`config.mk`:
```
export PLATFORM = sky130hd
export DESIGN_NAME = alk_qreg
export DESIGN_NICKNAME = d
export VERILOG_FILES = /design/src/rtl/alk_qreg.sv
export SDC_FILE = /design/constraint.sdc
export NUM_CORES = 1
export LEC_CHECK = 0
export CORE_MARGIN = 2
export CORE_UTILIZATION = 41
export CTS_BUF_LIST = sky130_fd_sc_hd__clkbuf_16
export CTS_CLUSTER_DIAMETER = 150
export CTS_CLUSTER_SIZE = 8
export DETAILED_ROUTE_END_ITERATION = 16
export PLACE_DENSITY = 0.77
export SYNTH_ARGS = -nofsm -noshare
export SYNTH_HDL_FRONTEND = slang
export SYNTH_SLANG_ARGS = --single-unit
```
`constraint.sdc`:
```
create_clock -name clk_h -period 2.3 [get_ports clk_h]
set_input_delay 0.575 -clock clk_h [delete_from_list [all_inputs] [get_ports clk_h]]
set_output_delay 0.575 -clock clk_h [all_outputs]
set_load 0.05 [all_outputs]
```
`src/rtl/alk_qreg.sv`:
```
// Q register slice of the ALK: load / shift-left / shift-right / hold on each clock,
// plus cascade serial bits and a step counter for multiply/divide micro-loops.
module alk_qreg #(
   parameter int WIDTH = 8,
   parameter int STEPS = 8,
   parameter int CNTW  = 4
) (
   input  logic             clk_h,
   input  logic             reset_h,
   input  logic             q_noshf_h,
   input  logic             q_shl_l,
   input  logic             q_shr_l,
   input  logic             q_ld_h,
   input  logic [WIDTH-1:0] d_h,
   input  logic             shl_in_h,
   input  logic             shr_in_h,
   input  logic             step_start_h,
   output logic [WIDTH-1:0] q_h,
   output logic             q_msb_out_h,
   output logic             q_lsb_out_h,
   output logic [CNTW-1:0]  step_cnt_h,
   output logic             step_done_h,
   output logic             q_err_h
);

   logic             shl, shr;
   logic             illegal, legal_shift, bad_ctl;
   logic [WIDTH-1:0] q_next;

   always_comb begin
      shl         = ~q_shl_l;
      shr         = ~q_shr_l;
      illegal     = shl & shr;
      legal_shift = shl ^ shr;
      // Decoder disagreement: noshf claims no shift but a shift line is active,
      // or noshf is low yet nothing shifts. Both are flagged but a single shift still executes.
      bad_ctl     = illegal
                  | ( q_noshf_h & legal_shift)
                  | (~q_noshf_h & ~shl & ~shr);

      q_next = q_h;
      if (illegal)
         q_next = q_h;
      else if (shl)
         q_next = {q_h[WIDTH-2:0], shl_in_h};
      else if (shr)
         q_next = {shr_in_h, q_h[WIDTH-1:1]};
      else if (q_noshf_h && q_ld_h)
         q_next = d_h;
   end

   always_ff @(posedge clk_h) begin
      if (reset_h) begin
         q_h         <= '0;
         step_cnt_h  <= '0;
         step_done_h <= 1'b1;
         q_err_h     <= 1'b0;
      end else begin
         q_h <= q_next;
         if (bad_ctl)
            q_err_h <= 1'b1;
         // A start on the same edge as a shift reloads and does not count that shift.
         if (step_start_h) begin
            step_cnt_h  <= CNTW'(STEPS);
            step_done_h <= 1'b0;
         end else if (legal_shift && step_cnt_h != '0) begin
            step_cnt_h <= step_cnt_h - 1'b1;
            if (step_cnt_h == CNTW'(1))
               step_done_h <= 1'b1;
         end
      end
   end

   assign q_msb_out_h = q_h[WIDTH-1];
   assign q_lsb_out_h = q_h[0];

endmodule

```
==> metrics.cfg, run 1 <==
[logic_synthesis]
ys_async_sr_fraction = 0
synth_seq_cells = 14
synth_cells = 87
synthesis.nets = 108
synth_edf_count = 0
synth.area.top_cells = dfxtp_1 36%, mux2i_1 11%, a22o_1 8.9%
synth.avg_cell_area_um2 = 9.03
synth-main-ff-cell = dfxtp_1
synth_area_leader_cell = dfxtp_1
synth_area_um2 = 786
ys_seq_area_frac = 0.357
synth_top_area_frac = 0.357
synthDistinctLibCells = 25
yosys_warnings = 0

[clock_network]
ctsHoldBuffers = 0
clk-insertion-delay-late_ps = 240
h-tree-depth = 1
clk_pin_slew_worst_paths_ps = 40
cts_buffers = 3
cts_resized = 0
cts_setup_buffers = 0
cts_tree = done
clock-sinks = 14
max-clock-path-buffers = 2
clockRootBuffer = clkbuf_16

[die]
start_util = 0.445
die-area_mm2 = 0.00228
rows = 15
io_pins = 33
die_height_um = 47.8
die_x_um = 47.8
core_mm2 = 0.00176

[critical_path]
crit_chain = clkdlybuf4s50_1 -> inv_1 -> ha_1 -> inv_1 -> a311oi_2 -> a22o_1
crit_required_ps = 2480
worstSetupStartpoint = q_shl_l
worst-path-max-fanout = 8
r2r-start = step_cnt_h[0]
startpoint_type = input port
endpoint_kind = flip-flop
slowest_delay_ps = 570
crit_top_cell = inv_1
cp.arrival_ps = 2250
path_class = input port to flip-flop
critical_path.slowest_cell = a311oi_2

[global_route]
grt_pass1_wl_um = 3080
grt_max_degree = 17
antenna_found_initial = 0
grt_pass1_vias = 666
grt.total_usage = 0.198
gr-total-overflow = 0

[place]
portBuffers = 32
place_hpwl_um = 1470
dpl-instance-area_mm2 = 0.00113
gp_congestion = 0.756

[sta]
slew_violations = 0
setup_violations = 0
setup-tns-final_ps = 0
relSlewSlack = 0.609
whs_ps = 509
worst_slew_pin_slew_ps = 586
rsz0062_at_grt = no
period_share = 0.899
hold_violations = 0
clock.fmax_ghz = 0.484
fin_crit_ps = 2070
finClkSkew_ps = 1.23

[final_layout]
fin_area_mm2 = 0.00121
utilization = 0.686
fillCellCount = 161
synthToLayoutAreaGrowth_pct = 54.0
layout.nets = 143
n_antenna_cell = 0
drive_above_1_share = 0.100
final_cell_mix = 32 x clkdlybuf4s50_1, 14 x dfxtp_1, 11 x nor2_1
layout_commonest_cell = clkdlybuf4s50_1

[min_path]
hold_class = flip-flop to flip-flop
hold_start = step_done_h

[routing]
avgViaCountPerCell = 5.37
drc = 0
drt-pass1-iter-count = 4
wl_um = 2010
wl_per_cell_um = 13.9
antenna_left = 0
vias = 778
drtIter0Drc = 11

[power_and_ir_drop]
p_leak_nw = 0.499
p_total_uw = 847
vdd_ir_drop_max_v = 0.000632
power_density_mw_per_mm2 = 700

[flow_run]
maxCapViolCount = 0

[run_status]
status = complete, no violations

-- synth_stat cells (2+ instances only) --
master,instances
dfxtp_1,14
nor2_1,11
a21oi_1,10
mux2i_1,9
a22o_1,8
inv_1,6
ha_1,4
a31oi_1,3
buf_2,2
buf_4,2
clkbuf_1,2
nand2_1,2
nor3_1,2
-- per-layer routing --
metal / part of all wire / wire, um / up-vias / global-route usage
li1: - / - / 382 / -
met1: 0.44 / 894 / 363 / 0.258
met2: 0.49 / 980 / 28 / 0.315
met3: 0.053 / 106 / 5 / 0.0453
met4: 0.015 / 31 / 0 / 0.0811
met5: 0 / 0 / - / 0
-- logic make-up after synthesis --
group,Yosys count,share of synthesized area
muxes,9,0.115
and+or+nand+nor,21,0.134
buffers and inverters,12,0.0701
DFF,14,0.357
AOI/OAI and AO/OA,27,0.261
adders and majority gates,4,0.0637
-- metrics by stage --
stage / std cells / setup WS, ps
final: 145 / 232
after global routing: 145 / 122
after CTS: 145 / 246
after detailed placement: 142 / 35.5
after global placement: 142 / 80.2
after floorplan: 87 / 348
-- sequential cells by signal (all words and copies together) (netlist names) --
| signal | cells |
|---|---|
| q_err_h | 1 |
| step_done_h | 1 |
| step_cnt_h | 4 |
| q_h | 8 |
-- report_power, final --
part	switching, mW	total, mW	internal (mW)	leakage [nW]
Clock	0.0944	0.321	0.227	0.0370
Sequential	0.0188	0.281	0.262	0.115
Combinational	0.140	0.245	0.105	0.346
Total	0.253	0.847	0.594	0.499
-- worst max-delay path: cells and delay by family --
kind / cells / cell delay (ps)
AO/OA/AOI/OAI: 2 / 810
buffers and inverters: 3 / 630
adder cells (fa/ha/maj): 1 / 240
-- final timing paths --
kind | end | slack, ps | depth (start not counted)
worst max-delay path | q_h[0] | 230 | 6
worst min-delay path | step_done_h | 510 | 2
worst min register to register | step_done_h | 510 | 2
worst max register to register | step_cnt_h[0] | 640 | 5
-- cell type report --
| cell class | instances | area (um^2) | area share |
|---|---|---|---|
| inverters | 6 | 22.5 | 0.0186 |
| well taps | 25 | 31.3 | 0.0259 |
| flip-flops and latches | 14 | 280 | 0.232 |
| clock buffers | 3 | 75.1 | 0.0620 |
| repair buffers | 36 | 350 | 0.290 |
| multi-input cells | 61 | 450 | 0.372 |
Power figures use the tool's default switching activity.
==> inputs of run 2 (changes only) <==
Settings changed: CORE_UTILIZATION 41 to 37, PLACE_DENSITY 0.77 to 0.74.
Clock period 2.3 ns to 1.9 ns, I/O delays scaled along.
==> run 2 against run 1 <==
Against the previous run: largest cell class unchanged; routed wire length decreased by 4.0%; via count down 0.26%; first-iteration DRC count unchanged; flip-flop and latch count unchanged; non-clock buffer count increased by 6; critical path depth rose by 1; highest routed layer unchanged; core utilization shrank 6.3 points; die area is 9.9% higher; sequential power rose by 21%; clock skew barely moved; setup slack got worse by 120 ps.
==> metrics.cfg, run 2 (synthesis gave the netlist of run 1 again) <==
[critical_path]
critical_path.slowest_cell = clkdlybuf4s50_1
r2r_end = step_cnt_h[0]
slowest_delay_ps = 500  ; -70 ps
crit_required_ps = 2020  ; -460 ps
cp.arrival_ps = 1900  ; -350 ps
endpoint = step_cnt_h[2]
endpoint_kind = flip-flop
startpoint_type = input port
reg2reg_slack_ps = 240  ; -400 ps
r2r.worst_path.cells = 5  ; unchanged
worst-path-max-fanout = 7  ; -1
path_class = input port to flip-flop
worstSetupStartpoint = q_shl_l
r2r-start = step_cnt_h[0]
crit_chain = clkdlybuf4s50_1 -> inv_1 -> ha_1 -> buf_4 -> nor2b_1 -> a31oi_1 -> nor3_1

[global_route]
grt_pass1_vias = 762  ; +14%
antenna_found_initial = 0  ; unchanged
gr-total-overflow = 0  ; unchanged
grt_pass1_wl_um = 3190  ; +3.3%
grt_max_degree = 17  ; unchanged
grt.total_usage = 0.170  ; -0.0276

[sta]
relSlewSlack = 0.712  ; +0.102
clock.fmax_ghz = 0.561
post-route-worst-setup-slack_ps = 117  ; -115 ps
rsz0062_at_grt = no
finClkSkew_ps = 0.784  ; -0.449 ps
slew_violations = 0  ; unchanged
fin_crit_ps = 1780
worst_slew_pin_slew_ps = 433  ; -154 ps
period_share = 0.939
whs_ps = 513  ; +3.45 ps
hold_violations = 0  ; unchanged
setup_violations = 0  ; unchanged

[die]
start_util = 0.396  ; -0.0489
die_height_um = 50.1  ; +4.8%
rows = 16  ; +1
die_x_um = 50.1  ; +4.8%
core_mm2 = 0.00198  ; +12%
io_pins = 33  ; unchanged
die-area_mm2 = 0.00251  ; +9.9%

[final_layout]
layout_commonest_cell = buf_4
layout.nets = 149  ; +4.2%
finalNonFillerCells = 153  ; +5.5%
largest_register_ffs = 8  ; unchanged
regMostFlops = q_h
top_regs = q_h: 8 flops, step_cnt_h: 4 flops
drive_above_1_share = 0.278  ; +0.178
n_antenna_cell = 0  ; unchanged
synthToLayoutAreaGrowth_pct = 57.2
fin_area_mm2 = 0.00123  ; +2.1%
fillCellCount = 150  ; -6.8%
final_cell_mix = 26 x buf_4, 16 x clkdlybuf4s50_1, 14 x dfxtp_1

[clock_network]
max-clock-path-buffers = 2  ; unchanged
clk-insertion-delay-late_ps = 240  ; about the same
clock-sinks = 14  ; unchanged
ctsHoldBuffers = 0  ; unchanged
h-tree-depth = 1  ; unchanged
cts_tree = done
cts_setup_buffers = 0  ; unchanged
clockRootBuffer = clkbuf_16
clk_pin_slew_worst_paths_ps = 40  ; about the same
cts_buffers = 3  ; unchanged

[routing]
vias = 776  ; -0.26%
antenna_left = 0  ; unchanged
avgViaCountPerCell = 5.07  ; -5.5%
drtIter0Drc = 11  ; unchanged
wl_per_cell_um = 12.6  ; -9.0%
wl_um = 1930  ; -4.0%
drc = 0  ; unchanged
drt-pass1-iter-count = 4  ; unchanged

[place]
place_hpwl_um = 1440  ; -1.6%
dp_cells = 150  ; +5.6%
portBuffers = 32  ; unchanged
place_ws_ps = -273  ; -308 ps
dpl-instance-area_mm2 = 0.00114  ; +0.66%
gp_congestion = 0.755  ; -0.15%

[min_path]
hold_class = flip-flop to flip-flop
hold_start = step_done_h

[power_and_ir_drop]
vdd_ir_drop_max_v = 0.000439  ; -30%
p_total_mw = 1.03  ; +21%
power_density_mw_per_mm2 = 831  ; +19%
p_leak_nw = 0.559  ; +12%

[run_status]
status = complete, no violations

[flow_run]
maxCapViolCount = 0  ; unchanged

==> run 2: changes by cell type in the layout (fill, tap and decap cells not counted), sizes merged <==
cell / change
buf: +22
clkdlybuf4s50: -16
==> run 2: layer usage <==
layer  vias up  wire (um)  GRT usage
met1       356        939      0.196
met4         0         43      0.116
met2        18        887      0.279
met5         -          0          0
li1        397          -          -
met3         5         62     0.0364
==> run 2: critical path: cells and delay by family <==
| family | cells | cell delay [ps] |
|---|---|---|
| AND/OR/NAND/NOR | 2 | 200 |
| adder cells (fa/ha/maj) | 1 | 310 |
| AO/OA/AOI/OAI | 1 | 180 |
| buffers and inverters | 3 | 740 |
==> run 2: what timing repair did <==
item	4_1_cts	5_1_grt
resized for setup	1	1
setup endpoints to repair	8	9
pin swaps	0	1
==> run 2: worst min-delay path by stage <==
stage	end	slack, ps	cells after the start
after floorplan	step_cnt_h[1]	550	1
after global placement	step_done_h	490	2
after detailed placement	step_done_h	500	2
after CTS	step_done_h	510	2
after global routing	step_done_h	520	2
final	step_done_h	510	2
==> run 2: power by group <==
| part | switching [mW] | total (mW) | leakage, nW | internal (mW) |
|---|---|---|---|---|
| clock | 0.110 | 0.384 | 0.0370 | 0.274 |
| sequential | 0.0234 | 0.341 | 0.115 | 0.317 |
| combinational | 0.172 | 0.301 | 0.407 | 0.129 |
==> run 2: final cells by class <==
class	instances	area, um^2	area share
flip-flops and latches	14	280	0.227
well taps	27	33.8	0.0274
multi-input cells	61	468	0.379
clock buffers	3	75.1	0.0608
inverters	6	22.5	0.0182
repair buffers	42	355	0.288
==> run 2: through the flow <==
stage	util	TNS (ps)
6_report	0.623	0
5_1_grt	0.623	0
4_1_cts	0.620	0
3_5_place_dp	0.576	-2670
3_3_place_gp	0.576	-2270
2_1_floorplan	-	0
==> inputs of run 3 (changes only) <==
Settings changed: ABC_AREA set to 0, CORE_ASPECT_RATIO set to 0.6, CORE_UTILIZATION 37 to 30, PLACE_DENSITY 0.74 to unset, SLEW_MARGIN set to 10.
==> run 3 against run 2 <==
Against the previous run: combinational power is essentially flat; register-to-register slack worse by 40 ps; largest power group unchanged; largest cell class unchanged; flip-flop and latch count did not move; clock skew increased by 1.8 ps; non-clock buffer count fell by 3; highest routed layer unchanged; critical path type unchanged.
==> metrics.cfg, run 3 (synthesis gave the netlist of run 1 again) <==
[run_status]
status = complete, no violations

[routing]
wl_um = 2050  ; +6.2%
wl_per_cell_um = 13.1  ; +4.1%
vias = 786  ; +1.3%
antenna_left = 0  ; unchanged
avgViaCountPerCell = 5.04  ; -0.66%
drt-pass1-iter-count = 4  ; unchanged
drc = 0  ; unchanged
drtIter0Drc = 36  ; +25

[global_route]
grt_pass1_wl_um = 3450  ; +8.3%
grt_pass1_vias = 741  ; -2.8%
antenna_found_initial = 0  ; unchanged
gr-total-overflow = 0  ; unchanged
grt_max_degree = 17  ; unchanged
grt.total_usage = 0.144  ; -0.0261

[clock_network]
clk_pin_slew_worst_paths_ps = 40  ; about the same
clock-sinks = 14  ; unchanged
h-tree-depth = 1  ; unchanged
cts_setup_buffers = 0  ; unchanged
clockRootBuffer = clkbuf_16
cts_tree = done
cts_buffers = 3  ; unchanged
clk-insertion-delay-late_ps = 240  ; about the same
max-clock-path-buffers = 2  ; unchanged

[sta]
period_share = 0.945  ; +0.00630
setup_violations = 0  ; unchanged
rsz0062_at_grt = no
finClkSkew_ps = 2.60  ; +1.81 ps
slew_violations = 0  ; unchanged
fin_crit_ps = 1800  ; +12.0 ps
relSlewSlack = 0.691  ; -0.0204
post-route-worst-setup-slack_ps = 105  ; -12.0 ps
whs_ps = 508  ; -4.98 ps
clock.fmax_ghz = 0.557  ; -0.67%
worst_slew_pin_slew_ps = 463  ; +30.7 ps
hold_violations = 0  ; unchanged
setup-tns-final_ps = 0  ; unchanged

[die]
rows = 14  ; -2
core_mm2 = 0.00249  ; +26%
start_util = 0.316  ; -0.0806
die-area_mm2 = 0.00306  ; +22%
die_height_um = 43.6  ; -13%
die_x_um = 70.1  ; +40%
io_pins = 33  ; unchanged

[place]
place_hpwl_um = 1640  ; +14%
portBuffers = 32  ; unchanged
dp_cells = 152  ; +1.3%
place_ws_ps = -271  ; +2.26 ps
gp_congestion = 0.816  ; +8.2%
dpl-instance-area_mm2 = 0.00113  ; -1.4%

[power_and_ir_drop]
p_leak_nw = 0.552  ; -1.2%
clkPwrFrac = 0.379  ; +0.005
switchingPower_uw = 316  ; +3.2%
power_density_mw_per_mm2 = 843  ; +1.5%
switching_share = 0.304  ; +0.00605
p_comb_frac = 0.291  ; -0.002
p_seq_frac = 0.330  ; -0.002
internal_power_uw = 722  ; +0.32%
p_total_mw = 1.04  ; +1.2%
vdd_ir_drop_max_v = 0.000606  ; +38%

[final_layout]
regMostFlops = q_h
layout_commonest_cell = buf_4
n_antenna_cell = 0  ; unchanged
drive_above_1_share = 0.258  ; -0.0197
final_cell_mix = 23 x buf_4, 16 x clkdlybuf4s50_1, 14 x dfxtp_1
fin_area_mm2 = 0.00123  ; -0.30%
utilization = 0.495  ; -0.128
top_regs = q_h: 8 flops, step_cnt_h: 4 flops
synthToLayoutAreaGrowth_pct = 56.7
finalNonFillerCells = 156  ; +2.0%
largest_register_ffs = 8  ; unchanged
layout.nets = 146  ; -2.0%
fillCellCount = 246  ; +64%

[critical_path]
cp.arrival_ps = 1910  ; about the same
worst-path-max-fanout = 7  ; unchanged
crit_family = buffers and inverters
crit_cells = 7  ; unchanged
path_class = input port to flip-flop
startpoint_type = input port
critical_path.slowest_cell = clkdlybuf4s50_1
slowest_delay_ps = 500  ; about the same
reg2reg_slack_ps = 200  ; -40 ps
worstSetupStartpoint = q_shr_l
r2r.worst_path.cells = 5  ; unchanged
crit_required_ps = 2020  ; about the same
endpoint = step_cnt_h[2]
crit_chain = clkdlybuf4s50_1 -> inv_1 -> ha_1 -> buf_4 -> nor2b_1 -> a31oi_1 -> nor3_1
r2r_end = step_cnt_h[0]
r2r-start = step_cnt_h[0]
endpoint_kind = flip-flop
critical_path_buf_inv_count = 3  ; unchanged

[min_path]
hold_class = flip-flop to flip-flop
hold_start = step_done_h

[flow_run]
maxCapViolCount = 0  ; unchanged

run 3: power groups by stage:
stage	registers, mW	clock network, mW	logic [mW]
after global placement	0.346	0	0.291
final	0.343	0.393	0.302
after global routing	0.346	0.422	0.322
after floorplan	0.416	0	0.117
after detailed placement	0.346	0	0.295
after CTS	0.341	0.404	0.300
run 3: worst min path at each step:
stage,endpoint,cells after the start,slack (ps)
2_1_floorplan,step_cnt_h[1],1,550
3_3_place_gp,step_done_h,2,490
3_5_place_dp,step_done_h,2,510
4_1_cts,step_done_h,2,520
5_1_grt,q_err_h,2,560
6_report,step_done_h,2,510
run 3: repair_timing:
item	in CTS	in global routing
gates resized for setup	2	1
pin swaps	0	2
gates cloned	0	0
hold buffers	0	0
setup endpoints to repair	8	9
run 3: final cells by class:
class / count / area, um^2 / area share
sequential: 14 / 280 / 0.228
clock buffer: 3 / 75.1 / 0.0610
multi-input combinational: 61 / 477 / 0.387
tap: 32 / 40.0 / 0.0325
clock inverter: 1 / 3.75 / 0.00305
timing repair buffer: 39 / 333 / 0.270
inverter: 6 / 22.5 / 0.0183
run 3: worst register-to-register path: cells and delay by family, from the launching register on:
family / cells / cell delay [ps]
AO/OA/AOI/OAI: 2 / 510
adder cells (fa/ha/maj): 1 / 220
buffers and inverters: 1 / 120
flip-flops: 1 / 370
AND/OR/NAND/NOR: 1 / 430
run 3: routing by layer:
layer,GRT usage,up-vias,routed length [um]
li1,-,394,-
met1,0.206,370,1020
met2,0.215,20,923
met3,0.0372,2,88
met4,0.0462,0,14
met5,0,-,0
==> variant 1: new RTL, flow settings as in run 2 <==
Change the parameter `WIDTH` from 8 to 7.
--- a/src/rtl/alk_qreg.sv
+++ b/src/rtl/alk_qreg.sv
@@ -1,7 +1,7 @@
 // Q register slice of the ALK: load / shift-left / shift-right / hold on each clock,
 // plus cascade serial bits and a step counter for multiply/divide micro-loops.
 module alk_qreg #(
-   parameter int WIDTH = 8,
+   parameter int WIDTH = 7,
    parameter int STEPS = 8,
    parameter int CNTW  = 4
 ) (
Interface: changed (resized d_h and q_h); port bits go from 33 to 31. The function was not compared with the original's and may differ.
==> variant 1 against run 2 <==
Synthesized area down 6.7%; count of clock-buffer cells in the layout stayed put; routed wire length is 10% lower; clock skew hardly changed; critical path type unchanged; worst setup slack improved by 16 ps; non-clock buffer count is 4 lower; synthesized cell count is 6.9% lower; die area shrank 6.2%; cell area decreased by 6.0%; total power down 4.2%; sequential power fell by 7.6%; sequential share of layout area decreased by 0.28 points; clock power increased by 1%; sequential cell count down 1.
==> variant 1: results (changes against run 2) <==
maximum vdd ir drop=0.557 mV (+27%); fraction of final layout cells sized beyond drive strength 1=27.1% (-0.66 points); outcome=completed; first-pass GRT wire length=2880 um (-9.7%); FF+latch count, synth=13 (-1); NetSw=293 uW (-4.2%); Pwr Density=846 nW/um^2 (+1.9%); Place WS=-280 ps (-7.29 ps); worst hold slack=506 ps (-6.72 ps); Clock Skew=0.506 ps (-0.278 ps); Seq/Total Area, Yosys=35.5% (-0.17 points); Non-clk bufs=38 (-9.5%); clock-cell share of area=6.79% (+0.71 points); vias in the first global route=672 (-12%); Synth area leaders=dfxtp_1, mux2i_1, a22o_1, ha_1, a21oi_1; GP Congestion=0.745 (-1.2%); Pleak=0.000533 uW (-4.7%); DP HPWL=1370 um (-5.4%); Post-DP Area=1060 um^2 (-7.0%); synth cell count leaders=dfxtp_1, nor2_1, a21oi_1; Sequential Power=315 uW (-7.6%); biggest regs=q_h x7, step_cnt_h x4; post-synthesis net count=101 (-6.5%); #MultiIn Comb=57 (-6.6%); r2r setup slk=220 ps (-20 ps); slew of the pin with the lowest slew margin=477 ps (+44.4 ps); Nets=139 (-6.7%); Comb power=280 uW (-7.0%); NonClk Buf Share=28.0% (-0.76 points); Critical Path Source=q_shr_l; Initial DRC Count=12 (+1); gr usage total=15.6% (-1.5 points); # port buffers=30 (-6.3%); multi-input logic portion of the cell area=37.9% (+0.038 points)
## variant 1: cells by family after synthesis
group / Yosys count / synth area share, %
AO/OA/AOI/OAI: 25 / 26.1
AND/OR/NAND/NOR: 20 / 13.8
flip-flops: 13 / 35.5
buffers and inverters: 11 / 6.82
multiplexers: 8 / 10.9
adder cells (fa/ha/maj): 4 / 6.83
## variant 1: worst max-delay path, cell delays in order
cell	delay, ps
clkdlybuf4s50_1	500
inv_1	70
ha_1	280
buf_4	170
nor2b_1	140
a31oi_1	190
nor3_1	60
## variant 1: metrics by stage
stage          instances  setup TNS (ps)
2_1_floorplan         81               0
3_3_place_gp         141           -1820
3_5_place_dp         141           -2610
4_1_cts              145               0
5_1_grt              145               0
6_report             145               0
## variant 1: metal layers
metal | share of wire (%) | global-route usage (%)
met5 | 0 | 0
met1 | 47 | 20.7
met4 | 0.98 | 8.57
met3 | 4.6 | 2.47
met2 | 47 | 24.1
## variant 1: timing repair
item,CTS,global route
pin swaps,0,2
endpoints found under the setup margin,7,10
resized for setup,1,2
==> variant 2: new RTL, flow settings as in run 2 <==
Without the edit above. Put a register stage on the output `q_lsb_out_h`, cleared by the reset. The value now appears one clock later. The other outputs are not delayed to match.
--- a/src/rtl/alk_qreg.sv
+++ b/src/rtl/alk_qreg.sv
@@ -72,7 +72,13 @@
    end
 
    assign q_msb_out_h = q_h[WIDTH-1];
-   assign q_lsb_out_h = q_h[0];
+   always_ff @(posedge clk_h) begin
+      if (reset_h) begin
+         q_lsb_out_h <= '0;
+      end else begin
+         q_lsb_out_h <= q_h[0];
+      end
+   end
 
 endmodule
 
Formal check against the unedited RTL: not equivalent (a bounded check fails within 4 cycles, from zero or initial values and one cycle with reset_h high).
==> variant 2 against run 2 <==
Count of clock-buffer cells in the layout did not move; total power rose by 2.2%; worst setup slack improved by 17 ps; worst hold slack got worse by 2.0 ps; cell area fell by 0.30%; routed wire length rose by 0.41%; critical endpoint unchanged; sequential cell count rose by 1; synthesized area rose by 2.4%; non-clock buffer count fell by 3; global-route usage fell by 1.4 points.
==> variant 2: results (changes against run 2) <==
PostCTS Resize Cnt=0 (-1); multi-input logic portion of the cell area=37.6% (-0.29 points); met2 Usage GRT=25.4% (-2.4 points); #MultiIn Comb=62 (+1.6%); Clock Skew=2.74 ps (+1.96 ps); GR Util met3=4.17% (+0.53 points); GP Congestion=0.733 (-2.9%); Initial DRC Count=15 (+4); Vias=785 (+1.2%); FILL cells=184 (+23%); clock-cell share of area=6.40% (+0.32 points); outcome=completed; # port buffers=32 (unchanged); Non-clk bufs=39 (-7.1%); met1 GRT Util=19.8% (+0.19 points); post-synthesis mux area share=11.2% (-0.27 points); Synth area leaders=dfxtp_1, mux2i_1, a22o_1, a21oi_1, ha_1; first-pass GRT wire length=3060 um (-3.9%); synth cell count leaders=dfxtp_1, nor2_1, a21oi_1; clk sinks=15 (+1); DP HPWL=1490 um (+3.3%); routed wl met3=105 um (+69%); syn_area_per_cell=9.14 um^2 (+1.2%); metal2 WL=942 um (+6.2%); slew of the pin with the lowest slew margin=269 ps (-163 ps); routed metal-1 wirelength=875 um (-6.8%); NonClk Buf Share=27.0% (-1.7 points); post-synthesis net count=109 (+0.93%); Post-Synth Adder-Cell Area=6.22% (-0.15 points); Place WS=-171 ps (+102 ps); vias in the first global route=699 (-8.3%); Pleak=0.000559 uW (about the same); Sequential Area=300 um^2 (+7.1%); Seq/Total Area, Yosys=37.3% (+1.7 points); NetSw=308 uW (+0.93%)
variant 2: worst paths after layout:
kind                 startpoint            end  slack, ps  cells past startpoint
setup / recovery        q_shl_l  step_cnt_h[2]        130                      7
hold reg to reg          q_h[0]    q_lsb_out_h        510                      1
hold / removal           q_h[0]    q_lsb_out_h        510                      1
setup reg to reg  step_cnt_h[0]  step_cnt_h[0]        250                      5
variant 2: power groups by stage:
| stage | Clock [uW] | Combinational (uW) | Sequential, uW |
|---|---|---|---|
| final | 398 | 290 | 361 |
| after global placement | 0 | 286 | 366 |
| after detailed placement | 0 | 290 | 367 |
| after floorplan | 0 | 108 | 443 |
| after global routing | 423 | 308 | 365 |
| after CTS | 409 | 290 | 361 |
variant 2: per-stage QoR:
stage	util, %	TNS [ps]	area (um^2)
2_1_floorplan	-	0	805
3_3_place_gp	57.3	-603	1150
3_5_place_dp	57.3	-1120	1150
4_1_cts	61.2	0	1220
5_1_grt	61.5	0	1230
6_report	61.5	0	1230
